### src/rtl/sw_out_arbiter_pkg.sv
// Shared constants for the per-output switch allocator: VC field width,
// FSM state encoding, default credit depth and router port indices.
package sw_out_arbiter_pkg;

  localparam int VC_W              = 3;  // width of each req_vc field
  localparam int SEL_W             = 3;  // width of a port index / crossbar select
  localparam int DEFAULT_BUF_DEPTH = 4;  // flit slots per downstream VC buffer

  typedef enum logic {
    IDLE   = 1'b0,
    LOCKED = 1'b1
  } arb_state_t;

  typedef enum int {
    PORT_LOCAL = 0,
    PORT_NORTH = 1,
    PORT_EAST  = 2,
    PORT_SOUTH = 3,
    PORT_WEST  = 4
  } port_id_t;

  // Next port index after idx, wrapping modulo n.
  function automatic logic [SEL_W-1:0] next_port(input logic [SEL_W-1:0] idx, input int n);
    return (idx == SEL_W'(n - 1)) ? '0 : idx + 1'b1;
  endfunction

endpackage

### src/rtl/vc_credit_cnt.sv
// Credit counter for one downstream VC buffer. Starts full (BUF_DEPTH),
// decrements when a flit is sent, increments on a returned credit and
// saturates at BUF_DEPTH. With SW_OUT_ARB_CREDIT_ERR_EN defined it also
// flags a credit that arrives while the counter is already full.
module vc_credit_cnt
  import sw_out_arbiter_pkg::*;
#(
  parameter int BUF_DEPTH = DEFAULT_BUF_DEPTH,
  parameter int CNT_W     = 3
) (
  input  logic             clock,
  input  logic             reset,
  input  logic             inc,
  input  logic             dec,
  output logic [CNT_W-1:0] count,
  output logic             nonzero
`ifdef SW_OUT_ARB_CREDIT_ERR_EN
  ,
  output logic             overflow
`endif
);

  localparam logic [CNT_W-1:0] FULL = CNT_W'(BUF_DEPTH);

  logic [CNT_W-1:0] count_reg;
  logic [CNT_W-1:0] count_next;

  // Net change of the count; simultaneous inc and dec cancel out.
  always_comb begin
    count_next = count_reg;
    if (inc && !dec && (count_reg != FULL)) begin
      count_next = count_reg + 1'b1;
    end else if (dec && !inc) begin
      count_next = count_reg - 1'b1;
    end
  end

  // Counter register, reset to a full buffer.
  always_ff @(posedge clock) begin
    if (reset) begin
      count_reg <= FULL;
    end else begin
      count_reg <= count_next;
    end
  end

  assign count   = count_reg;
  assign nonzero = |count_reg;

`ifdef SW_OUT_ARB_CREDIT_ERR_EN
  assign overflow = inc && (count_reg == FULL);
`endif

endmodule

### src/rtl/sw_out_arbiter.sv
// Per-output-port switch allocator. Round-robin among head flits while idle,
// then holds the port for the winning packet until its tail flit. No flit is
// granted toward a downstream VC with zero credits. Grant is combinational.
// Optional: SW_OUT_ARB_CREDIT_ERR_EN adds a sticky credit_err output.
module sw_out_arbiter
  import sw_out_arbiter_pkg::*;
#(
  parameter int PORT_NUM  = 5,
  parameter int VC_NUM    = 4,
  parameter int BUF_DEPTH = DEFAULT_BUF_DEPTH,
  parameter int CNT_W     = 3
) (
  input  logic                     clock,
  input  logic                     reset,
  input  logic [PORT_NUM-1:0]      req,
  input  logic [VC_W*PORT_NUM-1:0] req_vc,
  input  logic [PORT_NUM-1:0]      req_head,
  input  logic [PORT_NUM-1:0]      req_tail,
  input  logic [VC_NUM-1:0]        credit_in,
  output logic [PORT_NUM-1:0]      grant,
  output logic                     grant_valid,
  output logic [SEL_W-1:0]         sel,
  output logic                     locked
`ifdef SW_OUT_ARB_CREDIT_ERR_EN
  ,
  output logic                     credit_err
`endif
);

  arb_state_t       state_reg, state_next;
  logic [SEL_W-1:0] owner_reg, owner_next;
  logic [SEL_W-1:0] rr_ptr_reg, rr_ptr_next;

  logic [VC_W-1:0]   vc_of [PORT_NUM];
  logic [PORT_NUM-1:0] eligible;
  logic [VC_NUM-1:0] nonzero_vc;
  logic [7:0]        nonzero_all;   // padded so any 3-bit VC field indexes safely
  logic [VC_NUM-1:0] dec_vc;
  logic [CNT_W-1:0]  cnt [VC_NUM];
  logic [SEL_W-1:0]  grant_idx;
  logic              found;
  logic [VC_W-1:0]   grant_vc;
  logic              grant_tail;

  genvar gi;

  generate
    for (gi = 0; gi < 8; gi++) begin : g_nz
      if (gi < VC_NUM) begin : g_real
        assign nonzero_all[gi] = nonzero_vc[gi];
      end else begin : g_pad
        assign nonzero_all[gi] = 1'b0;
      end
    end

    // A request qualifies only with a legal VC, a free downstream slot and
    // either a head flit (idle) or the lock owner's identity (locked).
    for (gi = 0; gi < PORT_NUM; gi++) begin : g_elig
      assign vc_of[gi]    = req_vc[VC_W*gi +: VC_W];
      assign eligible[gi] = req[gi]
                         && (int'(vc_of[gi]) < VC_NUM)
                         && nonzero_all[vc_of[gi]]
                         && ((state_reg == IDLE) ? req_head[gi]
                                                 : (owner_reg == SEL_W'(gi)));
    end
  endgenerate

  // Round-robin search from rr_ptr; while locked only the owner can qualify.
  always_comb begin
    logic [SEL_W:0]   sum;
    logic [SEL_W-1:0] cand;
    found     = 1'b0;
    grant_idx = '0;
    sum       = '0;
    cand      = '0;
    for (int off = 0; off < PORT_NUM; off++) begin
      sum = {1'b0, rr_ptr_reg} + (SEL_W+1)'(off);
      if (sum >= (SEL_W+1)'(PORT_NUM)) begin
        sum = sum - (SEL_W+1)'(PORT_NUM);
      end
      cand = sum[SEL_W-1:0];
      if (!found && eligible[cand]) begin
        found     = 1'b1;
        grant_idx = cand;
      end
    end
  end

  assign grant_valid = found;
  assign grant       = found ? (PORT_NUM'(1) << grant_idx) : '0;
  assign sel         = found ? grant_idx : '0;
  assign grant_vc    = vc_of[grant_idx];
  assign grant_tail  = req_tail[grant_idx];
  assign locked      = (state_reg == LOCKED);

  // Packet-lock transitions, taken only on a granted flit.
  always_comb begin
    state_next  = state_reg;
    owner_next  = owner_reg;
    rr_ptr_next = rr_ptr_reg;
    if (grant_valid) begin
      case (state_reg)
        IDLE: begin
          rr_ptr_next = next_port(grant_idx, PORT_NUM);
          if (!grant_tail) begin
            state_next = LOCKED;
            owner_next = grant_idx;
          end
        end
        LOCKED: begin
          if (grant_tail) begin
            state_next = IDLE;
          end
        end
        default: state_next = IDLE;
      endcase
    end
  end

  // Arbiter state registers; reset drops any held lock.
  always_ff @(posedge clock) begin
    if (reset) begin
      state_reg  <= IDLE;
      owner_reg  <= SEL_W'(PORT_LOCAL);
      rr_ptr_reg <= SEL_W'(PORT_LOCAL);
    end else begin
      state_reg  <= state_next;
      owner_reg  <= owner_next;
      rr_ptr_reg <= rr_ptr_next;
    end
  end

`ifdef SW_OUT_ARB_CREDIT_ERR_EN
  logic [VC_NUM-1:0] overflow_vc;
  logic              credit_err_reg;
`endif

  generate
    for (gi = 0; gi < VC_NUM; gi++) begin : g_vc
      assign dec_vc[gi] = grant_valid && (grant_vc == VC_W'(gi));

      vc_credit_cnt #(
        .BUF_DEPTH (BUF_DEPTH),
        .CNT_W     (CNT_W)
      ) u_cnt (
        .clock    (clock),
        .reset    (reset),
        .inc      (credit_in[gi]),
        .dec      (dec_vc[gi]),
        .count    (cnt[gi]),
        .nonzero  (nonzero_vc[gi])
`ifdef SW_OUT_ARB_CREDIT_ERR_EN
        ,
        .overflow (overflow_vc[gi])
`endif
      );

      // A credit count can never exceed the downstream buffer depth.
      assert property (@(posedge clock) disable iff (reset) cnt[gi] <= CNT_W'(BUF_DEPTH));
    end
  endgenerate

`ifdef SW_OUT_ARB_CREDIT_ERR_EN
  // Sticky overflow flag, cleared only by reset.
  always_ff @(posedge clock) begin
    if (reset) begin
      credit_err_reg <= 1'b0;
    end else if (|overflow_vc) begin
      credit_err_reg <= 1'b1;
    end
  end

  assign credit_err = credit_err_reg;
`endif

endmodule

### config.mk
export PLATFORM = sky130hd
export DESIGN_NAME = sw_out_arbiter
export DESIGN_NICKNAME = d
export VERILOG_FILES = /design/src/rtl/sw_out_arbiter_pkg.sv /design/src/rtl/vc_credit_cnt.sv /design/src/rtl/sw_out_arbiter.sv
export SDC_FILE = /design/constraint.sdc
export NUM_CORES = 1
export LEC_CHECK = 0
export BUFFER_PORTS_ARGS = -buffer_cell sky130_fd_sc_hd__buf_2
export CAP_MARGIN = 0
export CORE_ASPECT_RATIO = 1.25
export CORE_MARGIN = 5
export CORE_UTILIZATION = 29
export CTS_BUF_LIST = sky130_fd_sc_hd__clkbuf_16
export CTS_CLUSTER_SIZE = 30
export DETAILED_ROUTE_END_ITERATION = 10
export PLACE_DENSITY = 0.54
export SYNTH_ARGS = -nofsm -noshare
export SYNTH_HDL_FRONTEND = slang
export SYNTH_HIERARCHICAL = 1
export SYNTH_SLANG_ARGS = --single-unit
### constraint.sdc
create_clock -name clock -period 5.3 [get_ports clock]
set_clock_uncertainty 0.2 [all_clocks]
set_input_delay 0 -clock clock [delete_from_list [all_inputs] [get_ports clock]]
set_output_delay 0 -clock clock [all_outputs]
set_load 0.02 [all_outputs]
==> results.py, run 1 <==
metrics = {
    "status": {
        "status": "finished clean",
    },
    "synthesis": {
        "synth_edf_count": 0,
        "synth_top_area_share_pct": 12.9,
        "netlist_instances": 345,
        "ys_seq_area_share_pct": 12.9,
        "ys.warnings.count": 6,
        "synth_nets": 399,
        "syn_area_per_cell_um2": 8.54,
        "synth_area_leaders": "dfxtp_1, ha_1, mux2i_1",
        "netlist_area_um2": 2950,
        "synth_top_area_cell": "dfxtp_1",
        "synth-seq-cells": 19,
        "yosys_most_used_dff": "dfxtp_1",
        "ys_types": 82,
        "async_flop_share_pct": 0,
    },
    "global_routing": {
        "grt-busiest-layer": "met2",
        "grt.met2_usage_pct": 27.5,
        "grt_use_total_pct": 13.9,
        "antenna_found_initial": 0,
        "grt_pass1_vias": 2930,
        "gr-total-overflow": 0,
        "grt_max_degree": 28,
        "use_met1_pct": 16.2,
        "grtUsageMet3_pct": 1.88,
        "grt_pass1_wl_um": 13900,
    },
    "die": {
        "core_area_um2": 10000,
        "fp.dieH_um": 123,
        "fp.dieW_um": 100,
        "die_area_um2": 12300,
        "row_count": 41,
        "initial_utilization_pct": 29.5,
        "pin_count": 46,
    },
    "sta": {
        "rsz0062_at_grt": "true",
        "drv_slew": 0,
        "max_freq_mhz": 198,
        "fin_ws_ns": 0.253,
        "min_period_over_period_pct": 95.2,
        "finalHoldViolations": 0,
        "max_slew.worst_pin.slew_ns": 0.492,
        "setup_viol": 0,
        "relSlewSlack_pct": 66.9,
        "min_period_ns": 5.05,
    },
    "cells_and_area": {
        "multi_input_area_um2": 2520,
        "layoutNonFillerInstCount": 550,
        "final_cell_mix": "buf_2, buf_4, nor2b_1",
        "area_growth_pct": 27.2,
        "ff_latch_area_um2": 380,
        "nFillCells": 1054,
        "n_antenna_cell": 0,
        "final_common_cell": "buf_2",
        "largest_reg_flops": 12,
        "fin_nets": 476,
        "drive_gt1_share_pct": 32.8,
        "fin_area_um2": 3750,
    },
    "cts": {
        "clkLatencyLatePin_ns": 0.25,
        "cts_tree": "built",
        "root_buffer": "clkbuf_16",
        "cts_made_buffers": 3,
        "cts_max_path_buffers": 2,
        "cts.reportedPaths.clkPinSlew_ns": 0.06,
        "h-tree-depth": 1,
        "clkSinkCount": 19,
    },
    "setup_path": {
        "cp-startpoint": "g_vc[2].u_cnt/count[2]$_SDFFE_PP1P_",
        "cp.required_ns": 5.25,
        "worst-setup-path-type": "flop to flop",
        "crit_fanout": 7,
        "endpoint_kind": "flop",
        "worstPathArrival_ns": 4.99,
        "crit-reg2reg-launch": "g_vc[2].u_cnt/count[2]$_SDFFE_PP1P_",
        "start_kind": "flop",
    },
    "place": {
        "place_ws_ns": 0.0559,
        "placed_area_um2": 3470,
        "place_inst": 537,
        "port-buffer-count": 45,
        "finalWeightedCongestion": 0.849,
        "post-dp-hpwl_um": 7090,
    },
    "drt": {
        "wl_per_cell_um": 15.9,
        "drc_errors": 0,
        "vias_per_cell": 5.33,
        "drt_pass1_iterations": 4,
        "drt_iter0_drc": 83,
        "num_vias": 2934,
        "postRouteAntennaNets": 0,
        "wirelength_um": 8740,
    },
    "pwr": {
        "pwr-share-comb_pct": 81.5,
        "p_int_w": 0.00115,
        "power.leakage_nw": 1.59,
        "p_sw_share_pct": 49.4,
        "ir_worst_vdd_mv": 0.316,
        "p_switching_w": 0.00112,
        "clkPwrFrac_pct": 6.9,
        "p_per_area_nw_per_um2": 606,
        "p_seq_share_pct": 11.6,
    },
    "worst_hold_path": {
        "hold_path_class": "input port to flop",
        "hold_start": "req_tail[1]",
    },
    "run": {
        "maxCapViolations": 0,
    },
}
[through the flow]
| stage | hold slack (ns) | setup TNS, ns | util (%) | total power, W |
|---|---|---|---|---|
| finish | 0.0991 | 0 | 37.5 | 0.00227 |
| global route | 0.153 | -0.134 | 37.5 | 0.00247 |
| CTS | 0.111 | 0 | 36.1 | 0.00217 |
| detailed placement | 0.133 | 0 | 34.7 | 0.00200 |
| global placement | 0.134 | 0 | 34.7 | 0.00197 |
| floorplan | -0.131 | 0 | - | 0.00152 |
[cells by family after synthesis]
logic type	after synthesis	synth area share (%)
multiplexers	29	12.4
flip-flops	19	12.9
AND/OR/NAND/NOR	138	29.3
buffers and inverters	33	5.52
XOR/XNOR	1	0.297
adder cells (fa/ha/maj)	18	8.91
AO/OA/AOI/OAI	107	30.6
[timing repair]
item,4_1_cts,5_1_grt
resized for setup,0,20
buffers inserted,0,3
hold buffers,6,0
hold endpoints to repair,13,0
setup endpoints to repair,0,4
[layout make-up]
| cell class | instances | share of cell area [%] |
|---|---|---|
| well taps | 129 | 4.31 |
| repair buffers | 83 | 14.0 |
| flip-flops and latches | 19 | 10.1 |
| clock inverters | 1 | 0.100 |
| clock buffers | 3 | 2.00 |
| inverters | 22 | 2.20 |
| multi-input cells | 293 | 67.2 |
[cell usage after synthesis, types with 3 or more instances]
master	count
inv_1	21
buf_4	4
nor2b_1	24
a211o_1	6
nand2b_1	11
mux2_1	6
or3_1	6
a21oi_2	3
nor2_1	22
buf_6	3
o21a_1	5
o21ai_2	4
o21ai_0	14
fa_1	5
ha_1	13
nand4b_1	4
nand2_1	19
o31ai_1	3
mux4_2	5
nor3b_1	5
or2_1	4
dfxtp_1	19
mux2i_1	15
a21oi_1	21
nor3_1	7
a31o_2	4
and3_1	3
and2_1	3
or4b_1	8
o211ai_1	3
clkbuf_1	3
[per-layer routing]
layer  vias to the layer above  wire length, µm
met5                         -                0
met4                         0               36
met3                         5              444
met2                        68             4610
met1                      1397             3650
li1                       1464                -
[power by group through the flow]
stage / registers, W / logic, W / clock network (W)
2_1_floorplan: 0.000265 / 0.00125 / 0
3_3_place_gp: 0.000260 / 0.00171 / 0
3_5_place_dp: 0.000262 / 0.00174 / 0
4_1_cts: 0.000259 / 0.00175 / 0.000162
5_1_grt: 0.000276 / 0.00203 / 0.000168
6_report: 0.000263 / 0.00185 / 0.000157
[critical path, stage by stage, from the launching register on]
cell and delay [ns]:
dfxtp_1 0.36, or3_4 0.44, mux4_2 0.51, o2111ai_4 0.13, o21ba_1 0.21, o21a_1 0.23
nor4_4 0.30, buf_4 0.16, a31oi_1 0.14, a22oi_4 0.27, mux2i_1 0.26, mux2i_1 0.10
mux2i_1 0.26, nor2_1 0.15, nor2b_1 0.17, nand2_1 0.08, fa_1 0.42, nor3b_2 0.23
nand2_1 0.08, a31o_2 0.22
[path summary, 6_finish.rpt]
path	slack, ns	to	depth (start not counted)
worst max-delay path	0.25	g_vc[1].u_cnt/count[2]$_SDFFE_PP1P_	19
worst min-delay path	0.1	owner_reg[2]$_SDFFE_PP0P_	5
worst max register to register	0.25	g_vc[1].u_cnt/count[2]$_SDFFE_PP1P_	19
worst min register to register	0.30	rr_ptr_reg[2]$_SDFFE_PP0P_	2
(Power assumes the default switching activity.)
==> run 2: changes to the inputs <==
--- a/config.mk
+++ b/config.mk
@@ -8,7 +8,7 @@
 export BUFFER_PORTS_ARGS = -buffer_cell sky130_fd_sc_hd__buf_2
 export CAP_MARGIN = 0
 export CORE_ASPECT_RATIO = 1.25
-export CORE_MARGIN = 5
+export CORE_MARGIN = 2
 export CORE_UTILIZATION = 29
 export CTS_BUF_LIST = sky130_fd_sc_hd__clkbuf_16
 export CTS_CLUSTER_SIZE = 30
==> run 2 against run 1 <==
Compared with the run above:
- utilization decreased by 0.55 points
- sequential cell count unchanged
- routed wire length decreased by 3.2%
- power decreased by 2.3%
- critical path depth decreased by 1
- critical path type unchanged
==> results.py, run 2 (synthesis gave the netlist of run 1 again) <==
metrics = {
    "sta": {
        "relSlewSlack_pct": 67.7,
        "setup_viol": 0,
        "min_period_ns": 5.04,
        "rsz0062_at_grt": "true",
        "finalHoldViolations": 0,
        "max_freq_mhz": 199,
        "fin_ws_ns": 0.263,
        "drv_slew": 0,
        "max_slew.worst_pin.slew_ns": 0.480,
        "min_period_over_period_pct": 95.0,
        "whs_ns": 0.102,
    },
    "drt": {
        "postRouteAntennaNets": 0,
        "vias_per_cell": 5.43,
        "drt_pass1_iterations": 4,
        "wl_per_cell_um": 15.6,
        "num_vias": 2937,
        "drt_iter0_drc": 143,
        "wirelength_um": 8460,
        "drc_errors": 0,
    },
    "cells_and_area": {
        "fin_nets": 467,
        "nFillCells": 1059,
        "n_antenna_cell": 0,
        "utilization_pct": 36.9,
        "area_growth_pct": 25.3,
        "layoutNonFillerInstCount": 541,
        "final_common_cell": "buf_2",
        "final_cell_mix": "buf_2, nor2b_1, nor2_1, buf_4, inv_1",
        "drive_gt1_share_pct": 32.8,
        "ff_latch_area_um2": 380,
        "largest_reg_flops": 12,
        "multi_input_area_um2": 2530,
    },
    "die": {
        "fp.dieH_um": 117,
        "core_area_um2": 10000,
        "pin_count": 46,
        "die_area_um2": 11000,
        "row_count": 41,
        "initial_utilization_pct": 29.5,
        "fp.dieW_um": 94.2,
    },
    "cts": {
        "clkSinkCount": 19,
        "cts.reportedPaths.clkPinSlew_ns": 0.06,
        "clkLatencyLatePin_ns": 0.25,
        "root_buffer": "clkbuf_16",
        "h-tree-depth": 1,
        "cts_tree": "built",
        "cts_max_path_buffers": 2,
        "cts_made_buffers": 3,
    },
    "setup_path": {
        "cpMaxStageDelayCell": "mux4_2",
        "worst-setup-path-type": "flop to flop",
        "start_kind": "flop",
        "endpoint_kind": "flop",
        "crit_fanout": 6,
        "worstPathArrival_ns": 4.98,
        "cpPeakStageDelay_ns": 0.49,
        "cp_cell_sequence": "or3_4 -> mux4_2 -> o2111ai_2 -> o21ba_1 -> o21a_1 -> nor4_4 -> a31oi_1 -> a22oi_4 -> mux2i_1 -> mux2i_1 -> a22oi_2 -> nor2_1 -> nor2b_1 -> nand2_1 -> fa_1 -> nor3b_2 -> nand2_1 -> a31o_2",
        "critPathTopFamily": "compound AO/OA/AOI/OAI gates",
        "crit_buf_inv": 0,
        "cp.required_ns": 5.25,
    },
    "global_routing": {
        "antenna_found_initial": 0,
        "grt_pass1_wl_um": 13800,
        "gr-total-overflow": 0,
        "grt_pass1_vias": 2857,
        "grt_max_degree": 28,
        "grt_use_total_pct": 15.6,
    },
    "place": {
        "place_inst": 529,
        "finalWeightedCongestion": 0.883,
        "place_ws_ns": 0.131,
        "post-dp-hpwl_um": 6750,
        "port-buffer-count": 45,
    },
    "pwr": {
        "p_per_area_nw_per_um2": 600,
        "total_power_w": 0.00222,
        "power.leakage_nw": 1.54,
        "ir_worst_vdd_mv": 0.370,
    },
    "run": {
        "maxCapViolations": 0,
    },
    "status": {
        "status": "finished clean",
    },
    "worst_hold_path": {
        "hold_path_class": "input port to flop",
    },
}
[run 2: report_power, final]
group          switching (W)  total, W  internal, W
Clock              0.0000541  0.000154     0.000100
Sequential         0.0000792  0.000280     0.000200
Combinational       0.000976   0.00178     0.000808
[run 2: path summary, 6_finish.rpt]
path | from | endpoint | slack, ns | depth (start not counted)
max reg2reg | g_vc[3].u_cnt/count[2]$_SDFFE_PP1P_ | g_vc[3].u_cnt/count[2]$_SDFFE_PP1P_ | 0.26 | 18
min | req_tail[3] | owner_reg[1]$_SDFFE_PP0P_ | 0.10 | 5
min reg2reg | rr_ptr_reg[1]$_SDFFE_PP0P_ | rr_ptr_reg[1]$_SDFFE_PP0P_ | 0.36 | 2
max | g_vc[3].u_cnt/count[2]$_SDFFE_PP1P_ | g_vc[3].u_cnt/count[2]$_SDFFE_PP1P_ | 0.26 | 18
[run 2: final cells by class]
type                       instances  area share (%)
tap                              129            4.37
clock buffer                       3            2.03
clock inverter                     1           0.102
inverter                          22            2.24
multi-input combinational        293            68.5
timing repair buffer              74            12.5
sequential                        19            10.3
[run 2: per-stage QoR]
step | area, µm² | setup TNS (ns)
final | 3690 | 0
after global routing | 3690 | -0.0144
after CTS | 3550 | 0
after detailed placement | 3410 | 0
after global placement | 3410 | 0
after floorplan | 2950 | 0
[run 2: what timing repair did]
action,4_1_cts,5_1_grt
hold buffers,6,0
endpoints found under the setup margin,0,6
resized for setup,0,27
endpoints found under the hold margin,15,0
setup buffers,0,2
[run 2: metal layers]
layer | vias up | GRT usage (%) | wire, µm
met3 | 12 | 0.839 | 267
li1 | 1443 | - | -
met2 | 71 | 28.4 | 4340
met1 | 1411 | 20.0 | 3710
met5 | - | 0 | 0
met4 | 0 | 4.44 | 150
[run 2: worst reg2reg max path, cell delays in order (launching register included)]
cell and delay (ns):
dfxtp_1 0.35, or3_4 0.43, mux4_2 0.49, o2111ai_2 0.16
o21ba_1 0.22, o21a_1 0.24, nor4_4 0.41, a31oi_1 0.22
a22oi_4 0.31, mux2i_1 0.27, mux2i_1 0.14, a22oi_2 0.19
nor2_1 0.09, nor2b_1 0.15, nand2_1 0.09, fa_1 0.47
nor3b_2 0.21, nand2_1 0.07, a31o_2 0.22
==> run 3: changes to the inputs <==
--- a/config.mk
+++ b/config.mk
@@ -16,5 +16,4 @@
 export PLACE_DENSITY = 0.54
 export SYNTH_ARGS = -nofsm -noshare
 export SYNTH_HDL_FRONTEND = slang
-export SYNTH_HIERARCHICAL = 1
 export SYNTH_SLANG_ARGS = --single-unit
==> run 3 against run 2 <==
Compared with the run above:
- sequential share of layout area down 0.25 points
- maximum frequency is essentially flat
- worst hold slack got worse by 0.087 ns
- global-route usage increased by 1.7 points
- synthesized cell count up 11%
- cell count rose by 8.7%
- largest power group unchanged
- routed wire length is 12% higher
- clock power up 5%
- sequential cell count unchanged
- cell area grew 2.8%
==> results.py, run 3 <==
metrics = {
    "drt": {
        "met2_length_um": 4820,
        "wirelength_um": 9500,
        "m1WireLength_um": 4170,
        "wl_per_cell_um": 16.1,
        "wl_met3_um": 238,
        "drt_iter0_drc": 226,
        "drc_errors": 0,
        "vias_per_cell": 5.59,
        "num_vias": 3287,
        "top_layer": "met4",
        "drt_pass1_iterations": 5,
        "postRouteAntennaNets": 0,
    },
    "cts": {
        "cts_made_buffers": 3,
        "cts.reportedPaths.clkPinSlew_ns": 0.06,
        "clkLatencyLatePin_ns": 0.26,
        "h-tree-depth": 1,
        "root_buffer": "clkbuf_16",
        "cts_max_path_buffers": 2,
        "cts_tree": "built",
        "clkSinkCount": 19,
    },
    "synthesis": {
        "netlist_instances": 383,
        "synth_area_leaders": "dfxtp_1, ha_1, a21oi_1",
        "yosys_most_used_dff": "dfxtp_1",
        "synth_most_common_cell": "nand2_1",
        "netlist_area_um2": 2990,
        "synth_compound_area_share_pct": 34.9,
        "ys_types": 79,
        "syn_area_per_cell_um2": 7.80,
        "synth_top_family_by_area": "compound AO/OA/AOI/OAI gates",
        "synthSimpleGateAreaFrac_pct": 31.8,
        "synth_top_area_cell": "dfxtp_1",
        "synth_top_area_share_pct": 12.7,
        "async_flop_share_pct": 0,
        "synth-xor-area-share_pct": 1.76,
        "synthAdderAreaFrac_pct": 8.80,
        "synth_mux_area_share_pct": 5.57,
        "synth_common_cells": "nand2_1, a21oi_1, nor2_1, inv_1, dfxtp_1",
        "synth_edf_count": 0,
        "synth-seq-cells": 19,
        "ys.warnings.count": 0,
        "synth_nets": 437,
        "ys_seq_area_share_pct": 12.7,
    },
    "setup_path": {
        "crit_fanout": 6,
        "cpMaxStageDelayCell": "o32a_4",
        "worst-setup-path-type": "flop to flop",
        "start_kind": "flop",
        "cp_cell_sequence": "buf_4 -> ha_2 -> nand2b_1 -> a311o_1 -> nand2_1 -> mux2_2 -> a211o_1 -> or3_4 -> o32a_4 -> o211ai_2 -> a21oi_1 -> a221oi_2 -> o211a_1 -> inv_1 -> fa_1 -> nor3b_1 -> a22o_1 -> a31oi_1",
        "cpPeakStageDelay_ns": 0.43,
        "worstPathArrival_ns": 5.03,
        "cp.required_ns": 5.29,
        "endpoint_kind": "flop",
    },
    "place": {
        "port-buffer-count": 45,
        "placed_area_um2": 3540,
        "post-dp-hpwl_um": 7770,
        "finalWeightedCongestion": 0.947,
    },
    "sta": {
        "relSlewSlack_pct": 65.1,
        "setup_viol": 0,
        "final.setup.tns_ns": 0,
        "min_period_over_period_pct": 95.1,
        "max_freq_mhz": 198,
        "finalHoldViolations": 0,
        "max_slew.worst_pin.slew_ns": 0.519,
        "min_period_ns": 5.04,
        "drv_slew": 0,
    },
    "cells_and_area": {
        "area_growth_pct": 27.2,
        "multi_input_area_um2": 2570,
        "final_cell_mix": "buf_2, buf_4, nand2_1",
        "fin_nets": 514,
        "largest_reg_flops": 12,
        "final_common_cell": "buf_2",
        "drive_gt1_share_pct": 30.3,
        "nFillCells": 1094,
        "fin_area_um2": 3800,
        "ff_latch_area_um2": 382,
        "n_antenna_cell": 0,
    },
    "pwr": {
        "power.leakage_nw": 1.59,
        "ir_worst_vdd_mv": 0.268,
        "p_per_area_nw_per_um2": 710,
    },
    "global_routing": {
        "grt_use_total_pct": 17.3,
        "grt_pass1_vias": 3137,
        "grt_max_degree": 26,
        "grt_pass1_wl_um": 15500,
        "antenna_found_initial": 0,
        "gr-total-overflow": 0,
    },
    "die": {
        "fp.dieH_um": 117,
        "core_area_um2": 10100,
        "pin_count": 46,
        "die_area_um2": 11100,
        "fp.dieW_um": 94.8,
        "initial_utilization_pct": 29.7,
        "row_count": 41,
    },
    "status": {
        "status": "finished clean",
    },
    "run": {
        "maxCapViolations": 0,
    },
    "worst_hold_path": {
        "hold_path_class": "input port to flop",
    },
}
[run 3: logic make-up after synthesis]
group | after synthesis
simple gates | 160
compound gates | 130
buf+inv | 35
flops | 19
fa+ha+maj | 18
mux | 15
xor+xnor | 6
[run 3: layout make-up]
type                            count  area share [%]
Clock buffer                        3            1.98
Clock inverter                      1          0.0988
Inverter                           25            2.47
Multi-Input combinational cell    329            67.7
Sequential cell                    19            10.0
Tap cell                          129            4.25
Timing Repair Buffer               82            13.5
[run 3: worst max-delay path: cells and delay by family, from the launching register on]
kind	cells	cell delay [ns]
fa+ha+maj	2	0.61
flops	1	0.35
buf+inv	2	0.22
compound gates	9	2.37
simple gates	4	0.84
mux	1	0.38
[run 3: stage by stage]
step / hold WS (ns) / power (W) / std cells / utilization [%] / worst slack [ns]
2_1_floorplan: 0.0415 / 0.00181 / 383 / - / 0.173
3_3_place_gp: 0.212 / 0.00238 / 575 / 35.2 / 0.218
3_5_place_dp: 0.230 / 0.00240 / 575 / 35.2 / 0.128
4_1_cts: 0.0110 / 0.00258 / 583 / 36.4 / 0.0792
5_1_grt: 0.0386 / 0.00294 / 588 / 37.8 / -0.0247
6_report: 0.0144 / 0.00270 / 588 / 37.8 / 0.260
[run 3: repair_timing]
item                                   CTS  global route
setup buffers                            0             5
gates resized for setup                  0            20
endpoints found under the hold margin   10             0
hold buffers                             4             0
setup endpoints to repair                0             8
[run 3: worst paths after layout]
kind | start | end | slack (ns) | depth (start not counted)
min reg2reg | g_vc[3].u_cnt.count[2]$_SDFFE_PP1P_ | g_vc[3].u_cnt.count[2]$_SDFFE_PP1P_ | 0.33 | 1
max | rr_ptr_reg[1]$_SDFFE_PP0P_ | g_vc[3].u_cnt.count[2]$_SDFFE_PP1P_ | 0.26 | 18
max reg2reg | rr_ptr_reg[1]$_SDFFE_PP0P_ | g_vc[3].u_cnt.count[2]$_SDFFE_PP1P_ | 0.26 | 18
min | req_tail[3] | owner_reg[1]$_SDFFE_PP0P_ | 0.01 | 5
[run 3: routing by layer]
layer / vias up / GRT usage [%]
li1: 1644 / -
met1: 1562 / 22.3
met2: 62 / 28.9
met3: 19 / 2.11
met4: 0 / 6.79
met5: - / 0
[run 3: power breakdown]
group	total, W	switching, W	internal (W)	leakage, nW
logic	0.00228	0.00131	0.000966	1.39
clock network	0.000161	0.0000598	0.000101	0.0423
registers	0.000260	0.0000684	0.000192	0.156
total	0.00270	0.00144	0.00126	1.59
